File: config.mk
export PLATFORM = sky130hd
export DESIGN_NAME = dmem_lsu_bridge
export DESIGN_NICKNAME = d
export VERILOG_FILES = /design/src/rtl/dmem_lsu_bridge.sv
export SDC_FILE = /design/constraint.sdc
export NUM_CORES = 1
export LEC_CHECK = 0
export CAP_MARGIN = 20
export CORE_ASPECT_RATIO = 2
export CORE_MARGIN = 2
export CORE_UTILIZATION = 35
export DETAILED_ROUTE_END_ITERATION = 6
export PLACE_DENSITY = 0.66
export SLEW_MARGIN = 15
export SYNTH_ARGS = -nofsm -noshare
export SYNTH_HDL_FRONTEND = slang
export SYNTH_SLANG_ARGS = --single-unit
File: constraint.sdc
create_clock -name clk -period 2.78 [get_ports clk]
set_input_delay 0.278 -clock clk [delete_from_list [all_inputs] [get_ports clk]]
set_output_delay 0.278 -clock clk [all_outputs]
set_load 0.005 [all_outputs]
File: src/rtl/dmem_lsu_bridge.sv
// Bridges a single-outstanding CPU load/store port onto a request/response data-memory bus.
// Optional macro DMEM_LSU_TIMEOUT_EN adds a 255-cycle bus timeout that completes with lsu_err.
module dmem_lsu_bridge #(
  parameter int unsigned p_ADDR_BITS = 32,
  parameter int unsigned p_DATA_BITS = 32
) (
  input  logic                   clk,
  input  logic                   rst,
  input  logic                   lsu_valid,
  input  logic                   lsu_we,
  input  logic [1:0]             lsu_size,
  input  logic                   lsu_unsigned,
  input  logic [p_ADDR_BITS-1:0] lsu_addr,
  input  logic [p_DATA_BITS-1:0] lsu_wdata,
  output logic                   lsu_ready,
  output logic                   lsu_done,
  output logic [p_DATA_BITS-1:0] lsu_rdata,
  output logic                   lsu_misalign,
  output logic                   lsu_err,
  output logic [p_ADDR_BITS-1:0] dmem_addr,
  output logic                   dmem_cmd,
  output logic [1:0]             dmem_size,
  output logic                   dmem_valid,
  output logic                   dmem_r_ready,
  output logic                   dmem_w_valid,
  output logic [3:0]             dmem_w_strb,
  output logic [p_DATA_BITS-1:0] dmem_w_data,
  input  logic                   dmem_ready,
  input  logic                   dmem_r_valid,
  input  logic [p_DATA_BITS-1:0] dmem_r_data
);

  typedef enum logic [1:0] {
    S_IDLE,
    S_REQ,
    S_RWAIT,
    S_RESP
  } state_t;

  state_t                   r_state;
  state_t                   w_state_nxt;

  logic [p_ADDR_BITS-1:0]   r_addr;
  logic                     r_we;
  logic [1:0]               r_size;
  logic                     r_unsigned;
  logic [p_DATA_BITS-1:0]   r_wdata;
  logic [p_DATA_BITS-1:0]   r_rdata;
  logic                     r_misalign;

  logic                     w_accept;
  logic                     w_misalign;
  logic                     w_timeout;
  logic                     w_abort;
  logic                     w_enter_resp;
  logic [7:0]               w_byte;
  logic [15:0]              w_half;
  logic [p_DATA_BITS-1:0]   w_load_data;
  logic [p_DATA_BITS-1:0]   w_resp_data;
  logic [3:0]               w_strb;
  logic [p_DATA_BITS-1:0]   w_store_data;

  assign w_accept = lsu_valid && (r_state == S_IDLE);

  always_comb begin
    w_misalign = 1'b0;
    case (lsu_size)
      2'd0:    w_misalign = 1'b0;
      2'd1:    w_misalign = lsu_addr[0];
      2'd2:    w_misalign = |lsu_addr[1:0];
      default: w_misalign = 1'b1;
    endcase
  end

`ifdef DMEM_LSU_TIMEOUT_EN
  logic [7:0] r_cnt;
  logic       r_err;

  // Abort on the edge where the count would reach 255, so done lands 255 cycles after REQ entry.
  assign w_timeout = (r_cnt == 8'hFE);
`else
  assign w_timeout = 1'b0;
`endif

  always_comb begin
    w_state_nxt = r_state;
    w_abort     = 1'b0;
    case (r_state)
      S_IDLE: begin
        if (lsu_valid) begin
          w_state_nxt = w_misalign ? S_RESP : S_REQ;
        end
      end
      S_REQ: begin
        if (dmem_ready) begin
          w_state_nxt = r_we ? S_RESP : S_RWAIT;
        end else if (w_timeout) begin
          w_state_nxt = S_RESP;
          w_abort     = 1'b1;
        end
      end
      S_RWAIT: begin
        if (dmem_r_valid) begin
          w_state_nxt = S_RESP;
        end else if (w_timeout) begin
          w_state_nxt = S_RESP;
          w_abort     = 1'b1;
        end
      end
      S_RESP: begin
        w_state_nxt = S_IDLE;
      end
      default: begin
        w_state_nxt = S_IDLE;
      end
    endcase
  end

  assign w_enter_resp = (r_state != S_RESP) && (w_state_nxt == S_RESP);

  always_comb begin
    w_byte = dmem_r_data[7:0];
    case (r_addr[1:0])
      2'd0:    w_byte = dmem_r_data[7:0];
      2'd1:    w_byte = dmem_r_data[15:8];
      2'd2:    w_byte = dmem_r_data[23:16];
      default: w_byte = dmem_r_data[31:24];
    endcase
    w_half = r_addr[1] ? dmem_r_data[31:16] : dmem_r_data[15:0];

    w_load_data = dmem_r_data;
    case (r_size)
      2'd0:    w_load_data = {{24{~r_unsigned & w_byte[7]}}, w_byte};
      2'd1:    w_load_data = {{16{~r_unsigned & w_half[15]}}, w_half};
      default: w_load_data = dmem_r_data;
    endcase
  end

  // Only a completed read returns data; stores, misaligns and timeouts report zero.
  assign w_resp_data = (r_state == S_RWAIT && dmem_r_valid) ? w_load_data : '0;

  always_comb begin
    w_strb       = 4'b1111;
    w_store_data = r_wdata;
    case (r_size)
      2'd0: begin
        w_strb       = 4'b0001 << r_addr[1:0];
        w_store_data = {4{r_wdata[7:0]}};
      end
      2'd1: begin
        w_strb       = 4'b0011 << r_addr[1:0];
        w_store_data = {2{r_wdata[15:0]}};
      end
      default: begin
        w_strb       = 4'b1111;
        w_store_data = r_wdata;
      end
    endcase
  end

  always_ff @(posedge clk or negedge rst) begin
    if (!rst) begin
      r_state <= S_IDLE;
    end else begin
      r_state <= w_state_nxt;
    end
  end

  always_ff @(posedge clk or negedge rst) begin
    if (!rst) begin
      r_addr     <= '0;
      r_we       <= 1'b0;
      r_size     <= '0;
      r_unsigned <= 1'b0;
      r_wdata    <= '0;
      r_rdata    <= '0;
      r_misalign <= 1'b0;
    end else begin
      if (w_accept) begin
        r_addr     <= lsu_addr;
        r_we       <= lsu_we;
        r_size     <= lsu_size;
        r_unsigned <= lsu_unsigned;
        r_wdata    <= lsu_wdata;
        r_misalign <= w_misalign;
      end
      if (w_enter_resp) begin
        r_rdata <= w_resp_data;
      end
    end
  end

`ifdef DMEM_LSU_TIMEOUT_EN
  always_ff @(posedge clk or negedge rst) begin
    if (!rst) begin
      r_cnt <= '0;
      r_err <= 1'b0;
    end else begin
      if (w_accept && !w_misalign) begin
        r_cnt <= '0;
      end else if (r_state == S_REQ || r_state == S_RWAIT) begin
        r_cnt <= r_cnt + 8'd1;
      end
      if (w_enter_resp) begin
        r_err <= w_abort;
      end
    end
  end

  assign lsu_err = (r_state == S_RESP) && r_err;
`else
  assign lsu_err = 1'b0;
`endif

  assign lsu_ready    = rst && (r_state == S_IDLE);
  assign lsu_done     = (r_state == S_RESP);
  assign lsu_rdata    = r_rdata;
  assign lsu_misalign = (r_state == S_RESP) && r_misalign;

  assign dmem_addr    = r_addr;
  assign dmem_cmd     = r_we;
  assign dmem_size    = r_size;
  assign dmem_valid   = (r_state == S_REQ);
  assign dmem_w_valid = (r_state == S_REQ) && r_we;
  assign dmem_r_ready = (r_state == S_RWAIT);
  assign dmem_w_strb  = dmem_w_valid ? w_strb : 4'b0000;
  assign dmem_w_data  = dmem_w_valid ? w_store_data : '0;

endmodule

# Word-level counts from Yosys, hierarchy flattened
# Index checks and enable logic that the tools add are counted.
[classes] n_eq_ne=10 shift=2 n_mux=15 bitwise=3 reduce_logical=11
[op_table] operator="$pmux W32 S2" count=2
[op_table] operator="$mux W32" count=2
[op_table] operator="$pmux W8 S3" count=1
[op_table] operator="$mux W16" count=1
[op_table] operator="$eq A2 B2 Y1 const B" count=5
[op_table] operator="$eq A2 B1 Y1 const B" count=4
[op_table] operator="$logic_not A2 Y1" count=4
[op_table] operator="$mux W2" count=4
[op_table] operator="$pmux W2 S4" count=1
[op_table] operator="$pmux W4 S2" count=1
[op_table] operator="$logic_and A1 B1 Y1" count=6
[op_table] operator="$mux W4" count=1
[op_table] operator="$shl A1 B2 Y4 const A" count=1
[op_table] operator="$shl A2 B2 Y4 const A" count=1
[op_table] operator="$pmux W1 S3" count=1
[op_table] operator="$and A1 B1 Y1" count=2
[op_table] operator="$ne A2 B2 Y1 const B" count=1
[op_table] operator="$reduce_or A2 Y1" count=1
[op_table] operator="$mux W1" count=1
[op_table] operator="$not A1 Y1" count=1
[totals] regBits=103 input_bits=105 output_inout_bits=110

# Longest topological paths before layout
[depth] depth_word=7 mapped_depth=9 depth_no_buf=6

# Worst setup path after synthesis
# Ideal clock, no wire load.
[synth_timing] path_kind="register to output" startpoint="reg r_addr[1], in the netlist dmem_addr[1]" endpoint="out dmem_w_strb[2]" arrival_ns=1.770 t_required_ns=2.502 setup_slack_ns=0.732 path_stages_with_launch=6 n_path_buf=3 cell_sequence="dfrtp_1 > clkbuf_1 > buf_1 > clkbuf_1 > mux2_2 > a21oi_1"
[synth_via] elab_chain_len=3
[synth_lines] item="start: declaration" line="43" rtl="logic [p_ADDR_BITS-1:0] r_addr;"
[synth_lines] item="start signal: assignment" line="180" rtl="r_addr <= lsu_addr;"
[synth_lines] item="$shl A2 B2 Y4 / $shl A1 B2 Y4 (equally long branches)" line="151, 147"
[synth_lines] item="$pmux W4 S2 (*)" line="145" rtl="case (r_size)"
[synth_lines] item="$mux W4 (*)" line="226" rtl="assign dmem_w_strb = dmem_w_valid ? w_strb : 4'b0000;"
[synth_lines] item="end: declaration" line="26" rtl="output logic [3:0] dmem_w_strb,"
# Mark *: on every way between the ends. The rest lies on a longest branch, timed or not.

# Final worst setup path
[layout_timing] startpoint="reg r_state[1]" endpoint="out dmem_w_data[7]"
[layout_via] elab_chain_len=3
[layout_lines] item="start: declaration" line="40" rtl="state_t r_state;"
[layout_lines] item="start signal: assignment" line="165" rtl="r_state <= w_state_nxt;"
[layout_lines] item="$eq A2 B1 Y1" line="224" rtl="assign dmem_w_valid = (r_state == S_REQ) && r_we;"
[layout_lines] item="$logic_and A1 B1 Y1" line="224"
[layout_lines] item="$mux W32" line="227" rtl="assign dmem_w_data = dmem_w_valid ? w_store_data : '0;"
[layout_lines] item="end: declaration" line="27" rtl="output logic [p_DATA_BITS-1:0] dmem_w_data,"
# No other way between the ends.

==> results.sh <==
export IMPL_place_ws_ns=0.333
export IMPL_powerDensity_nw_per_um2=1050
export IMPL_reg2reg_to="lsu_rdata[16]"
export IMPL_grt_pass1_wl_microns=25000
export IMPL_required_ns=2.50
export IMPL_cts_setup_buffers=0
export IMPL_dp_cells=818
export IMPL_drive_gt1_share_pct=16.9
export IMPL_combPwrFrac_pct=48.2
export IMPL_clock_fmax_mhz=400
export IMPL_drtPass1Iterations=4
export IMPL_critPathMaxFanout=11
export IMPL_power_leakage_nw=3.14
export IMPL_fillers=1278
export IMPL_path_class="flip-flop to output port"
export IMPL_worstPathCellList="and2b_1 > nand2_2 > inv_1 > and2_1 > clkdlybuf4s50_1"
export IMPL_final_setup_worst_slack_ns=0.278
export IMPL_cts_resized=0
export IMPL_area_delta_synth_final_pct=52.6
export IMPL_grt_pass1_vias=4675
export IMPL_ff_latch_area_sq_um=2580
export IMPL_ys_seq_area_share_pct=51.7
export IMPL_period_share_pct=90.0
export IMPL_portBuffers=213
export IMPL_drc=0
export IMPL_tns_ns=0
export IMPL_coreArea_sq_um=13900
export IMPL_syn_area_sq_um=4990
export IMPL_final_common_cell="clkdlybuf4s50_1"
export IMPL_viasPerCell=5.13
export IMPL_synth_cell_types=41
export IMPL_initial_utilization_pct=35.9
export IMPL_synthArstFlopShare_pct=100
export IMPL_r2r_slack_ns=0.38
export IMPL_clk_transition_reported_paths_ns=0.08
export IMPL_cp_slowest_cell="dfrtp_1"
export IMPL_synth_edf_count=0
export IMPL_rows=61
export IMPL_cts_sinks=103
export IMPL_clock_path_buffers=2
export IMPL_yosys_most_used_dff="dfrtp_1"
export IMPL_p_sw_share_pct=34.1
export IMPL_final_nets=746
export IMPL_p_seq_share_pct=35.9
export IMPL_grt_max_degree=72
export IMPL_max_stage_delay_ns=0.51
export IMPL_cts_htree_levels=3
export IMPL_die_h_microns=173
export IMPL_io_pin_count=215
export IMPL_maxCapViolations=0
export IMPL_clockRootBuffer="clkbuf_16"
export IMPL_finalWeightedCongestion=0.815
export IMPL_rr_startpoint="r_state[1]"
export IMPL_skew_ns=0.0135
export IMPL_post_route_min_period_ns=2.50
export IMPL_p_clk_share_pct=15.9
export IMPL_status="completed"
export IMPL_finalSetupViolations=0
export IMPL_cp_arrival_ns=2.22
export IMPL_final_hold_violation_count=0
export IMPL_overflow=0
export IMPL_final_cells=835
export IMPL_r2r_worst_path_cells=6
export IMPL_synth_seq_cells=103
export IMPL_synth_nets=541
export IMPL_switching_power_w=0.00272
export IMPL_dp_final_hpwl_microns=12400
export IMPL_cts_tree="built"
export IMPL_finalPower_w=0.00798
export IMPL_wl_microns=16100
export IMPL_final_cell_mix="clkdlybuf4s50_1, dfrtp_1, mux2_2, a21oi_1, nor2_1"
export IMPL_slew_headroom_pct=22.2
export IMPL_wl_per_cell_microns=19.3
export IMPL_crit_path_end_kind="output port"
export IMPL_start_kind="flip-flop"
export IMPL_power_internal_w=0.00525
export IMPL_synthCells=436
export IMPL_drt_iter0_markers=132
export IMPL_multi_input_area_sq_um=2220
export IMPL_insertion_delay_ns=0.35
export IMPL_antenna_found_initial=1
export IMPL_die_x_microns=88.4
export IMPL_vias=4282
export IMPL_dieArea_sq_um=15300
export IMPL_syn_area_per_cell_sq_um=11.4
export IMPL_tightest_slew_ns=1.16
export IMPL_detail_route_antenna_nets=0
export IMPL_irDropWorstVdd_mv=0.457
export IMPL_final_max_slew_viol_count=0
export IMPL_track_usage_pct=21.4
export IMPL_yosys_warnings=0
export IMPL_rsz0062_at_grt="no"
export IMPL_cts_buffers=9
export IMPL_hold_path_class="primary input to asynchronous set/reset pin"
## metal layers
metal,vias to the layer above,routed length [microns],track usage (%)
met5,-,0,0
met2,155,9120,40.4
met1,2121,5470,21.4
li1,1974,-,-
met4,0,587,9.60
met3,32,910,4.63
## synth_stat cells, types with 4 or more instances
cell type	number	share of area, %
o21ai_0	13	1.3
a221o_1	16	3.2
o22ai_1	7	0.88
a22o_1	8	1.4
inv_1	4	0.30
a2bb2oi_1	7	1.2
nand2_1	23	1.7
a21oi_1	30	3.0
mux2i_1	24	4.8
buf_1	6	0.45
o21a_1	8	1.2
nor2b_1	9	1.1
nor2_1	28	2.1
nand3_1	16	1.6
dfrtp_1	103	52
clkbuf_1	21	1.6
mux2_2	69	16
and2_1	10	1.3
## timing repair
action / 4_1_cts / 5_1_grt
setup endpoints to repair: 0 / 0
hold buffers: 1 / 0
hold endpoints to repair: 20 / 0
## how the worst max path moves through the flow
stage,start,end,slack (ns),depth (start not counted)
after floorplan,dmem_addr[1],dmem_w_strb[2],0.73,5
after global placement,lsu_valid,lsu_rdata[16],0.36,5
after detailed placement,lsu_valid,lsu_rdata[16],0.33,5
after CTS,dmem_size[0],dmem_w_data[12],0.26,4
after global routing,r_state[1],dmem_w_data[2],0.15,5
final,r_state[1],dmem_w_data[7],0.28,5
## registers in the layout, indices dropped and copies added (netlist names)
register and cells:
dmem_addr 32, dmem_cmd 1, dmem_size 2, lsu_rdata 32
r_misalign 1, r_state 2, r_unsigned 1, r_wdata 32
## layout make-up
type	count	share of cell area, %
clock inverters	5	0.789
clock buffers	10	3.01
flip-flops and latches	103	33.9
inverters	4	0.197
multi-input cells	292	29.2
diodes	1	0.0329
repair buffers	231	29.8
well taps	189	3.11
## per-stage QoR
step | area, sq um | util (%) | hold slack, ns
6_report | 7610 | 54.8 | 0.367
3_3_place_gp | 7310 | 52.6 | 0.192
4_1_cts | 7610 | 54.8 | 0.379
5_1_grt | 7610 | 54.8 | 0.392
2_1_floorplan | 4990 | - | -0.0176
3_5_place_dp | 7310 | 52.6 | 0.203
## worst max-delay path, delay by kind of cell, from the launching register on
kind / cells / cell delay [ns]
buffers and inverters: 2 / 0.81
flip-flops: 1 / 0.51
AND/OR/NAND/NOR: 3 / 0.55
## power by group through the flow
stage               combinational, W  sequential, W  clock, W
floorplan                    0.00213        0.00267         0
global placement             0.00379        0.00286         0
detailed placement           0.00388        0.00290         0
CTS                          0.00390        0.00288   0.00129
global route                 0.00418        0.00297   0.00135
finish                       0.00385        0.00286   0.00127
## logic make-up after synthesis
group / synth area share (%)
flip-flops: 51.7
buffers and inverters: 3.86
multiplexers: 20.4
AND/OR/NAND/NOR: 10.5
other: 0.0752
AO/OA/AOI/OAI: 13.5
(Power assumes the default switching activity.)
